===== config.mk =====
export PLATFORM = sky130hd
export DESIGN_NAME = afifo_wr_burst_arb
export DESIGN_NICKNAME = d
export VERILOG_FILES = /design/src/rtl/afifo_wr_burst_arb.sv
export SDC_FILE = /design/constraint.sdc
export NUM_CORES = 1
export LEC_CHECK = 0
export BUFFER_PORTS_ARGS = -buffer_cell sky130_fd_sc_hd__buf_2
export CORE_AREA = 2 2 309 311
export DETAILED_ROUTE_END_ITERATION = 12
export DIE_AREA = 0 0 311 313
export PLACE_DENSITY_LB_ADDON = 0.2
export SETUP_SLACK_MARGIN = 0.1
export SLEW_MARGIN = 20
export SYNTH_ARGS = -nofsm -noshare
export SYNTH_HDL_FRONTEND = slang
export SYNTH_SLANG_ARGS = --single-unit

===== constraint.sdc =====
create_clock -name clk -period 2.62 [get_ports clk]
set_clock_uncertainty 0.15 [all_clocks]
set_input_delay 0.786 -clock clk [delete_from_list [all_inputs] [get_ports clk]]
set_output_delay 0.786 -clock clk [all_outputs]
set_load 0.005 [all_outputs]

===== src/rtl/afifo_wr_burst_arb.sv =====
// Write-side burst scheduler for the 256b->16b async width-conversion FIFO.
// Optional AFIFO_WR_ARB_STAT_EN adds per-source burst counters with stat_clr.
module afifo_wr_burst_arb #(
  parameter int DATA_WIDTH  = 256,
  parameter int DEPTH_WIDTH = 8,
  parameter int BURST_LEN   = 16,
  parameter int GAP_CYCLES  = 2
) (
  input  logic                   clk,
  input  logic                   rst_n,
  input  logic                   arb_en,
  input  logic                   s0_req,
  input  logic [DATA_WIDTH-1:0]  s0_data,
  output logic                   s0_rd,
  output logic                   s0_gnt,
  input  logic                   s1_req,
  input  logic [DATA_WIDTH-1:0]  s1_data,
  output logic                   s1_rd,
  output logic                   s1_gnt,
  input  logic                   fifo_wr_full,
  input  logic [DEPTH_WIDTH:0]   fifo_wr_water_level,
  output logic                   fifo_wr_en,
  output logic [DATA_WIDTH-1:0]  fifo_wr_data,
  output logic                   busy,
  output logic                   ovf_err
`ifdef AFIFO_WR_ARB_STAT_EN
  ,
  input  logic                   stat_clr,
  output logic [15:0]            stat_burst0,
  output logic [15:0]            stat_burst1
`endif
);

  localparam int LW    = DEPTH_WIDTH + 1;
  localparam int CMAX  = (BURST_LEN > GAP_CYCLES) ? BURST_LEN : GAP_CYCLES;
  localparam int CNT_W = $clog2(CMAX + 1);
  localparam logic [LW-1:0]    FULL_LVL  = {1'b1, {DEPTH_WIDTH{1'b0}}};
  localparam logic [LW-1:0]    BURST_THR = LW'(BURST_LEN);
  localparam logic [CNT_W-1:0] LAST_B    = CNT_W'(BURST_LEN - 1);
  localparam logic [CNT_W-1:0] LAST_G    = CNT_W'(GAP_CYCLES - 1);

  typedef enum logic [1:0] {IDLE, BURST, GAP} state_t;

  state_t           state;
  logic [CNT_W-1:0] cnt;
  logic             gnt_idx;
  logic             last_gnt;
  logic [LW-1:0]    free;
  logic             can_start;
  logic             start;
  logic             pick;

  // Unsigned subtraction at DEPTH_WIDTH+1 bits; a level of 2**DEPTH_WIDTH gives free=0.
  assign free      = FULL_LVL - fifo_wr_water_level;
  assign can_start = arb_en && !fifo_wr_full && (free >= BURST_THR);
  assign start     = (state == IDLE) && can_start && (s0_req || s1_req);
  assign pick      = (s0_req && s1_req) ? ~last_gnt : s1_req;

  always_ff @(posedge clk or negedge rst_n) begin
    if (!rst_n) begin
      state    <= IDLE;
      cnt      <= '0;
      gnt_idx  <= 1'b0;
      last_gnt <= 1'b1;
    end else begin
      case (state)
        IDLE: if (start) begin
          state   <= BURST;
          gnt_idx <= pick;
          cnt     <= '0;
        end
        BURST: if (cnt == LAST_B) begin
          state    <= GAP;
          last_gnt <= gnt_idx;
          cnt      <= '0;
        end else begin
          cnt <= cnt + CNT_W'(1);
        end
        GAP: if (cnt == LAST_G) begin
          state <= IDLE;
          cnt   <= '0;
        end else begin
          cnt <= cnt + CNT_W'(1);
        end
        default: state <= IDLE;
      endcase
    end
  end

  // Grants and pops decode straight from state so an async reset drops them at once.
  assign s0_gnt = (state == BURST) && !gnt_idx;
  assign s1_gnt = (state == BURST) &&  gnt_idx;
  assign s0_rd  = s0_gnt;
  assign s1_rd  = s1_gnt;

  always_ff @(posedge clk or negedge rst_n) begin
    if (!rst_n) begin
      fifo_wr_en   <= 1'b0;
      fifo_wr_data <= '0;
      ovf_err      <= 1'b0;
    end else begin
      fifo_wr_en <= s0_rd || s1_rd;
      if (s0_rd)      fifo_wr_data <= s0_data;
      else if (s1_rd) fifo_wr_data <= s1_data;
      // The write still goes out; the FIFO drops it, we only flag it.
      if (fifo_wr_en && fifo_wr_full) ovf_err <= 1'b1;
    end
  end

  assign busy = (state != IDLE) || fifo_wr_en;

`ifdef AFIFO_WR_ARB_STAT_EN
  always_ff @(posedge clk or negedge rst_n) begin
    if (!rst_n) begin
      stat_burst0 <= '0;
      stat_burst1 <= '0;
    end else if (stat_clr) begin
      stat_burst0 <= '0;
      stat_burst1 <= '0;
    end else if (start) begin
      if (!pick && stat_burst0 != 16'hFFFF) stat_burst0 <= stat_burst0 + 16'd1;
      if ( pick && stat_burst1 != 16'hFFFF) stat_burst1 <= stat_burst1 + 16'd1;
    end
  end
`endif

endmodule

==> results.md, run 1 <==
- Slew margin rel.: between 40% and 50%
- Worst Setup Path Type: reg2out
- Synthesized area per cell: 10.4 µm²
- Wire per inst: 15.1 µm
- Part of the power in the clock network: 23.2%
- Synth Register Bits: 267
- Yosys Warn Count: 0
- Fin. Hold Viols: 0
- Vias: between 10,000 and 15,000
- Power Density: about 1100 nW/µm²
- Synth Cell Area: 12,300 µm²
- Detail Placement HPWL: 39,000 µm
- Most frequent cells in the layout: buf_2 (786), dfrtp_1 (264), a21oi_1 (260)
- Slew Viols, Final: 0
- Max FO, Critical Path: 6
- Worst slew pin tran: roughly 0.85 ns
- DRC: 0
- CTS Buf Count: 35
- Total Routed Length: 49,100 µm
- Worst-Skew Late Latency: 0.55 ns
- Root Buffer: clkbuf_16
- Endpoint class of the critical path: output pin
- CP Data Required Time: 1.68 ns
- Syn Nets: 1,724
- Commonest non-fill, non-tap cell in the layout: buf_2
- I/O Buffers: 789
- Layout Cells excl Fill: around 3,300
- Fill cells: 10,500
- Synth area leader: dfrtp_1
- Cells after synthesis: 1,189
- Vias in the first global route: ~12,000
- CP Launch Type: flip-flop
- Leak Pwr: just over 9 nW
- Buf/Inv on CP: 2
- Fin Setup TNS: 0 ns
- Slowest cell on crit path: dfrtp_1
- Drt via density: 3.52
- Die Ht: between 300 and 400 µm
- First-pass GRT wire length: 71,700 µm
- Die ar.: around 100,000 µm²
- CP top delay family: flip-flops
- Net Sw Frac: 38.0%
- Seq/Total Area, Yosys: 54.2%
- Yosys top cell area share: 54.0%
- Area Growth Syn to Fin: 55.0%
- Peak Freq: between 0.3 and 0.4 GHz
- Boundary pin count: 790
- CTS tree: yes
- Number of max-cap violations: 0
- Critical path arrival: between 1.5 and 2 ns
- Initial core utilization: 13.1%
- Reg power frac: around a third
- Global placer's final weighted congestion: 0.907
- Cell Int Power: 13.0 mW
- Clock slew at the register clock pins of the worst setup and hold paths: 0.06 ns
- Ranking of synthesized cells by area: dfrtp_1 (54%), mux2i_1 (21%), a21oi_1 (11%), nor2_1 (7.9%), clkbuf_1 (1.7%)
- DRT iter0 DRCs: 379
- CTS Sinks: approximately 270
- Max rail drop VDD: 565 µV
- Clk buf depth: 3
- Final Cycle Share: between 90% and 100%
- Crit-path cells: inv_2, ha_4, nor2b_4, buf_2
- Largest net degree at the start of global routing: 181
- Net switching power: between 7 and 8 mW
- RSZ-0062 raised after global routing: yes
- Post-route ant nets: 0
- Final nets: 2,498
- Tot Pwr: between 20 and 25 mW
- Logic pwr share: around 43%
- Chip width: between 300 and 400 µm
- Setup violations, final: 0
- GRT Overall Usage: about a tenth
- Worst hold path type: in2reg
- Cell variety after synth: 40
- Post-layout min period: 2.60 ns
- Initial antenna violation count: 4
- Overflow after GRT: 0
- Worst setup slack after layout: 0.0209 ns
- # placed instances: 3,183
- Outcome: complete, no violations
- First-pass DRT Iterations: 4
- H-Tree Level Count: 2
- Share of cells above drive strength 1: 45.1%
- Rows: 113
- Slowest stage delay, CP: approximately 0.4 ns
- Area of the core: about 94,000 µm²
- Place WS: 0.131 ns
==> sequential cells by signal, indices dropped and copies added (netlist names) <==
name and flops:
last_gnt 1, gnt_idx 1, fifo_wr_en 1, ovf_err 1
fifo_wr_data 256, state 2, cnt 5
==> area by class of cell <==
type | instances | area (µm²) | share of cell area, %
timing repair buffer | 827 | 4390 | 23.0
tap | 1265 | 1580 | 8.28
sequential | 267 | 6690 | 35.0
clock buffer | 52 | 1040 | 5.45
inverter | 7 | 26.3 | 0.137
multi-input combinational | 825 | 5270 | 27.6
antenna | 2 | 5.00 | 0.0262
clock inverter | 9 | 110 | 0.576
==> power by group through the flow <==
stage | sequential [mW] | clock (mW) | combinational [mW]
floorplan | 7.28 | 0 | 4.68
global placement | 7.19 | 0 | 9.02
detailed placement | 7.19 | 0 | 9.11
CTS | 7.17 | 5.09 | 9.17
global route | 7.41 | 5.30 | 9.95
finish | 7.13 | 4.85 | 8.94
==> timing repair <==
item	4_1_cts	5_1_grt
endpoints found under the hold margin	11	0
hold buffers	1	0
buffers inserted	4	3
resized for setup	8	3
pin swaps	1	0
setup endpoints to repair	5	5
==> worst paths after layout <==
path,from,endpoint,slack (ns),cells past startpoint
setup / recovery,state[1],s0_gnt,0.02,4
hold / removal,fifo_wr_full,ovf_err,0.32,2
setup reg to reg,cnt[0],cnt[3],0.38,9
hold reg to reg,ovf_err,ovf_err,0.34,1
max in group asynchronous,rst_n,last_gnt,0.98,3
min in group asynchronous,rst_n,fifo_wr_data[48],0.62,2
==> kinds of logic (layout without fill, tap and decap cells) <==
| logic type | Yosys count | after routing | synth area share [%] |
|---|---|---|---|
| simple gates | 287 | 287 | 9.38 |
| compound gates | 271 | 271 | 11.1 |
| flops | 267 | 267 | 54.2 |
| mux | 259 | 259 | 21.1 |
| buf+inv | 97 | 895 | 3.32 |
| fa+ha+maj | 8 | 8 | 0.812 |
| other cells | 0 | 2 | 0 |
==> synthesized netlist by cell type (all sizes together) <==
library cell / n
nor3b: 1
and3: 3
or2b: 2
and4b: 1
nor3: 2
and2: 1
o31ai: 1
nor2: 259
or3: 1
dfrtp: 266
dfstp: 1
mux2: 3
nor2b: 2
buf: 34
a21o: 1
nand3: 3
mux2i: 256
nand2: 5
nor4: 2
inv: 7
a22o: 2
clkbuf: 56
or4b: 1
o21ai: 5
a31oi: 1
nand4: 2
nor4b: 1
ha: 8
or4: 1
a21oi: 261
==> per-layer routing <==
metal	part of all wire, %	GRT usage, %	up-vias
met5	0.022	0	-
li1	-	-	5718
met1	37	10.3	5219
met2	52	17.7	437
met3	7.7	3.12	70
met4	2.7	3.06	2
==> stage by stage <==
step                cell area [µm²]  hold WS [ns]  utilization (%)
floorplan                     12300         0.301                -
global placement              17900         0.327             19.0
detailed placement            17900         0.328             19.0
CTS                           19100         0.263             20.3
global route                  19100         0.288             20.3
finish                        19100         0.317             20.3
(Power assumes the default switching activity.)
==> run 2: changes to the inputs <==
--- a/constraint.sdc
+++ b/constraint.sdc
@@ -4,2 +4,2 @@
 set_output_delay 0.786 -clock clk [all_outputs]
-set_load 0.005 [all_outputs]
+set_load 0.02 [all_outputs]
==> run 2 against run 1 <==
  * The flow now finishes with violations (negative setup slack)
  * Setup slack lost 0.052 ns
  * Sequential share of layout area shrank 0.24 points
  * Combinational power grew 28%
  * Utilization grew 0.14 points
==> results.md, run 2 (synthesized netlist as in run 1, its figures left out) <==
- CP Data Required Time: 1.68 ns
- Slowest stage delay, CP: 0.39 ns
- CTS tree: yes
- Commonest non-fill, non-tap cell in the layout: buf_2
- DRT iter0 DRCs: about 320
- Share of cells above drive strength 1: 45.7%
- Failing checks: negative setup slack
- I/O Buffers: 789
- Total Routed Length: 50,000 µm
- Critical Path Sink: busy
- CP Launch Type: flip-flop
- Root Buffer: clkbuf_16
- Clock slew at the register clock pins of the worst setup and hold paths: 0.06 ns
- Reg with most FFs: fifo_wr_data
- Final Cycle Share: 101%
- Post-route ant nets: 0
- Initial core utilization: 13.1%
- Boundary pin count: between 700 and 800
- Overflow after GRT: 0
- Slowest cell on crit path: dfrtp_1
- Reg2Reg Depth: 8
- Largest net degree at the start of global routing: roughly 180
- Worst hold path type: in2async
- DRC: 0
- Vias: roughly 12,000
- Die Ht: approximately 310 µm
- RSZ-0062 raised after global routing: yes
- Crit-path cells: inv_2, ha_4, or2b_1, buf_6, buf_6
- Outcome: finished, violations left
- Fin Setup TNS: -0.0419 ns
- Peak Freq: between 0.3 and 0.4 GHz
- Area of the core: ~94,000 µm²
- Most frequent cells in the layout: buf_2 (783), dfrtp_1 (264), a21oi_1 (260)
- Buf/Inv on CP: 3
- Rows: around 110
- Worst-Skew Late Latency: 0.53 ns
- Number of max-cap violations: 0
- CP Depth: 5
- Vias in the first global route: 12,100
- Worst Setup Path Type: reg2out
- Biggest regs: fifo_wr_data: 256 flops, cnt: 5 flops, state: 2 flops
- Drt via density: 3.53
- Detail Placement HPWL: a little under 40,000 µm
- Final nets: 2,518
- Worst R2R End: cnt[1]
- # placed instances: between 3,000 and 4,000
- Critical path arrival: 1.72 ns
- Fill cells: 10,500
- Crit path from: state[1]
- Max rail drop VDD: roughly 670 µV
- Wire per inst: 15.3 µm
- Max FO, Critical Path: 2
- Reg2Reg Setup Slack: 0.26 ns
- Worst slew pin tran: 0.807 ns
- Leak Pwr: 9.17 nW
- First-pass DRT Iterations: 6
- Crit-path most repeated cell: buf_6
- Die ar.: 97,300 µm²
- Worst setup slack after layout: -0.0315 ns
- GRT Overall Usage: 9.76%
- CTS Sinks: 267
- Setup violations, final: 3
- Place WS: 0.0725 ns
- Global placer's final weighted congestion: 0.904
- Slew margin rel.: around 46%
- CTS Buf Count: 35
- Layout Cells excl Fill: 3,276
- Slew Viols, Final: 0
- Fin util: 20.4%
- First-pass GRT wire length: 73,100 µm
- Area Growth Syn to Fin: 56.1%
- H-Tree Level Count: 2
- Max FFs per register: around 260
- Endpoint class of the critical path: output pin
- Tot Pwr: 23.3 mW
- Power Density: 1210 nW/µm²
- Chip width: between 300 and 400 µm
- CP top delay family: flip-flops
- Reg2reg start: state[1]
- Clk buf depth: 3
- Initial antenna violation count: 5
- Fin. Hold Viols: 0
- Post-layout min period: approximately 2.7 ns
## run 2: stage by stage
stage,instance area [µm²],hold slack [ns]
2_1_floorplan,12300,0.340
3_3_place_gp,18000,0.299
3_5_place_dp,18000,0.298
4_1_cts,19200,0.0379
5_1_grt,19200,0.0473
6_report,19200,0.0552
## run 2: layout make-up
class	count	area, µm²	share of cell area, %
Antenna cell	2	5.00	0.0260
Clock buffer	49	1000	5.20
Clock inverter	14	125	0.650
Inverter	7	26.3	0.137
Multi-Input combinational cell	825	5270	27.4
Sequential cell	267	6690	34.8
Tap cell	1265	1580	8.23
Timing Repair Buffer	847	4550	23.6
## run 2: how the worst min path moves through the flow
| stage | startpoint | end | slack, ns | cells after the start |
|---|---|---|---|---|
| after floorplan | rst_n | cnt[0] | 0.34 | 0 |
| after global placement | ovf_err | ovf_err | 0.30 | 1 |
| after detailed placement | ovf_err | ovf_err | 0.30 | 1 |
| after CTS | rst_n | fifo_wr_data[148] | 0.04 | 1 |
| after global routing | rst_n | fifo_wr_data[148] | 0.05 | 1 |
| final | rst_n | fifo_wr_data[148] | 0.06 | 1 |
## run 2: power breakdown
part	internal (mW)	leakage, nW	switching (mW)	total (mW)
combinational	4.10	5.69	7.30	11.4
clock	2.86	0.556	1.91	4.77
sequential	6.09	2.93	1.05	7.14
total	13.0	9.17	10.3	23.3
## run 2: timing repair
| action | 4_1_cts | 5_1_grt |
|---|---|---|
| pin swaps | 1 | 0 |
| resized for setup | 20 | 0 |
| setup endpoints to repair | 5 | 5 |
| hold buffers | 0 | 0 |
| setup buffers | 8 | 3 |
## run 2: per-layer routing
layer | vias to the layer above | routed length (µm) | GRT usage (%)
li1 | 5755 | - | -
met4 | 4 | 1430 | 3.30
met3 | 70 | 3790 | 3.06
met2 | 468 | 25600 | 17.8
met1 | 5276 | 19200 | 10.7
met5 | - | 27 | 0
==> run 3: changes to the inputs <==
==> constraint.sdc (replaced) <==
create_clock -name clk -period 2.76 [get_ports clk]
set_clock_uncertainty 0.15 [all_clocks]
set_input_delay 0.828 -clock clk [delete_from_list [all_inputs] [get_ports clk]]
set_output_delay 0.828 -clock clk [all_outputs]
set_load 0.005 [all_outputs]
==> run 3 against run 2 <==
  * The run now ends clean
  * Sequential share of layout area is essentially flat
  * Setup slack improved by 0.095 ns
  * Routed wire length decreased by 0.98%
  * Register-to-register slack gained 0.21 ns
  * Count of clock-buffer cells in the layout grew 6
  * Utilization about the same
  * Hold slack improved by 0.038 ns
  * Non-clock buffer count is 6 lower
  * Critical path depth unchanged
  * Largest cell class unchanged
  * Highest routed layer is now met4
==> results.md, run 3 (synthesized netlist as in run 1, its figures left out) <==
- Outcome: complete, no violations
- First-pass DRT Iterations: 4
- Power Density: 1040 nW/µm²
- Initial core utilization: 13.1%
- Post-layout min period: 2.70 ns
- Worst setup slack after layout: 0.0633 ns
- Boundary pin count: 790
- Clock slew at the register clock pins of the worst setup and hold paths: 0.05 ns
- Largest net degree at the start of global routing: 170
- CP top delay family: flip-flops
- Cell Int Power: 12.4 mW
- H-Tree Level Count: 2
- Area post-placement: 17,900 µm²
- Worst Setup Path Type: reg2out
- Final Cycle Share: 97.7%
- RSZ-0062 raised after global routing: yes
- Chip width: between 300 and 400 µm
- Slew Viols, Final: 0
- Net switching power: 7.58 mW
- Hold Buf Count CTS: 0
- Fin Setup TNS: 0 ns
- Layout Cells excl Fill: 3,269
- Commonest non-fill, non-tap cell in the layout: buf_2
- Slew margin rel.: 44.1%
- Share of cells above drive strength 1: 45.6%
- CTS tree: yes
- CTS Buf Count: 37
- Max FO, Critical Path: 4
- Worst-Skew Late Latency: 0.55 ns
- Part of the power in the clock network: 23.4%
- Setup violations, final: 0
- Die Ht: 313 µm
- Initial antenna violation count: 5
- I/O Buffers: between 700 and 800
- Place WS: 0.150 ns
- Vias: 11,500
- Reg with most FFs: fifo_wr_data
- Tot Pwr: 20.0 mW
- Number of max-cap violations: 0
- Root Buffer: clkbuf_16
- Net Sw Frac: 37.8%
- Post-route ant nets: 0
- Total Routed Length: just under 50,000 µm
- First-pass GRT wire length: roughly 73,000 µm
- Max rail drop VDD: 439 µV
- Peak Freq: 0.371 GHz
- N_diodes: 0
- Final nets: between 2,000 and 3,000
- CTS Sinks: 267
- Logic pwr share: 43.0%
- Fin. Hold Viols: 0
- Fill cells: 10,500
- Worst slew pin tran: roughly 0.84 ns
- Buf/Inv on CP: 3
- Area of the core: approximately 94,000 µm²
- Reg2Reg Depth: 5
- Fin area: slightly below 20,000 µm²
- Biggest regs: fifo_wr_data: 256 flops, cnt: 5 flops, state: 2 flops
- Global placer's final weighted congestion: 0.901
- Max FFs per register: 256
- Clk buf depth: 3
- Overflow after GRT: 0
- Wire per inst: 15.2 µm
- Leak Pwr: approximately 9 nW
- Slowest cell on crit path: dfrtp_2
- CP Launch Type: flip-flop
- CP Data Required Time: 1.78 ns
- DRT iter0 DRCs: 428
- Slowest stage delay, CP: 0.42 ns
- Most frequent cells in the layout: buf_2 (788), dfrtp_1 (264), a21oi_1 (260)
- Vias in the first global route: 12,100
- Crit-path cells: inv_2, ha_4, buf_12, or2b_1, buf_2
- Critical path arrival: around 1.7 ns
- Worst hold path type: in2async
- Area Growth Syn to Fin: 56.0%
- CP Depth: 5
- Reg power frac: between 30% and 40%
- DRC: 0
- GRT Overall Usage: approximately a tenth
- # placed instances: 3,197
- Detail Placement HPWL: 39,200 µm
- Endpoint class of the critical path: output pin
- Die ar.: slightly below 100,000 µm²
- Drt via density: 3.52
- Rows: between 100 and 150
run 3: cell types whose count changed in the layout (fill, tap and decap cells not counted), moves of 4 or more:
cell | before | now
clkbuf_8 | 3 | 8
buf_6 | 7 | 0
clkinv_2 | 10 | 6
buf_2 | 783 | 788
buf_4 | 47 | 42
run 3: path summary, 6_finish.rpt:
kind | startpoint | endpoint | slack, ns
max | state[0] | busy | 0.06
min | rst_n | fifo_wr_data[56] | 0.09
max reg2reg | gnt_idx | fifo_wr_data[226] | 0.47
min reg2reg | ovf_err | ovf_err | 0.32
max in group asynchronous | rst_n | state[0] | 1.63
min in group clk | ovf_err | ovf_err | 0.32
run 3: through the flow:
stage	hold WS [ns]	util, %
finish	0.0930	20.4
global route	0.0974	20.4
CTS	0.0759	20.4
detailed placement	0.307	19.1
global placement	0.313	19.1
floorplan	0.301	-
run 3: final cells by class:
class	count	area [µm²]	share of cell area, %
Sequential cell	267	6690	34.8
Multi-Input combinational cell	825	5260	27.4
Timing Repair Buffer	841	4470	23.3
Tap cell	1265	1580	8.23
Clock buffer	55	1120	5.81
Clock inverter	9	77.6	0.403
Inverter	7	26.3	0.137
run 3: power groups by stage:
stage	Clock, mW	Sequential, mW	Combinational, mW
floorplan	0	6.91	4.44
global placement	0	6.84	8.65
detailed placement	0	6.84	8.73
global route	5.09	6.97	9.59
CTS	4.97	6.75	8.89
finish	4.68	6.72	8.62
run 3: routing by layer:
layer  GRT usage, %  part of all wire (%)  up-vias
met5              0                     0        -
met1           10.9                    38     5263
met3           2.50                   7.0       69
li1               -                     -     5735
met2           17.7                    52      442
met4           3.47                   2.8        0
run 3: what timing repair did:
action / CTS / global route
pin swaps: 1 / 1
setup buffers: 7 / 1
endpoints found under the setup margin: 5 / 3
gates cloned: 0 / 0
resized for setup: 8 / 1
run 3: worst register-to-register path, delay by kind of cell, from the launching register on:
kind / cells / cell delay [ns]
muxes: 1 / 0.31
buffers and inverters: 3 / 1.10
DFF: 1 / 0.46
AOI/OAI and AO/OA: 1 / 0.11
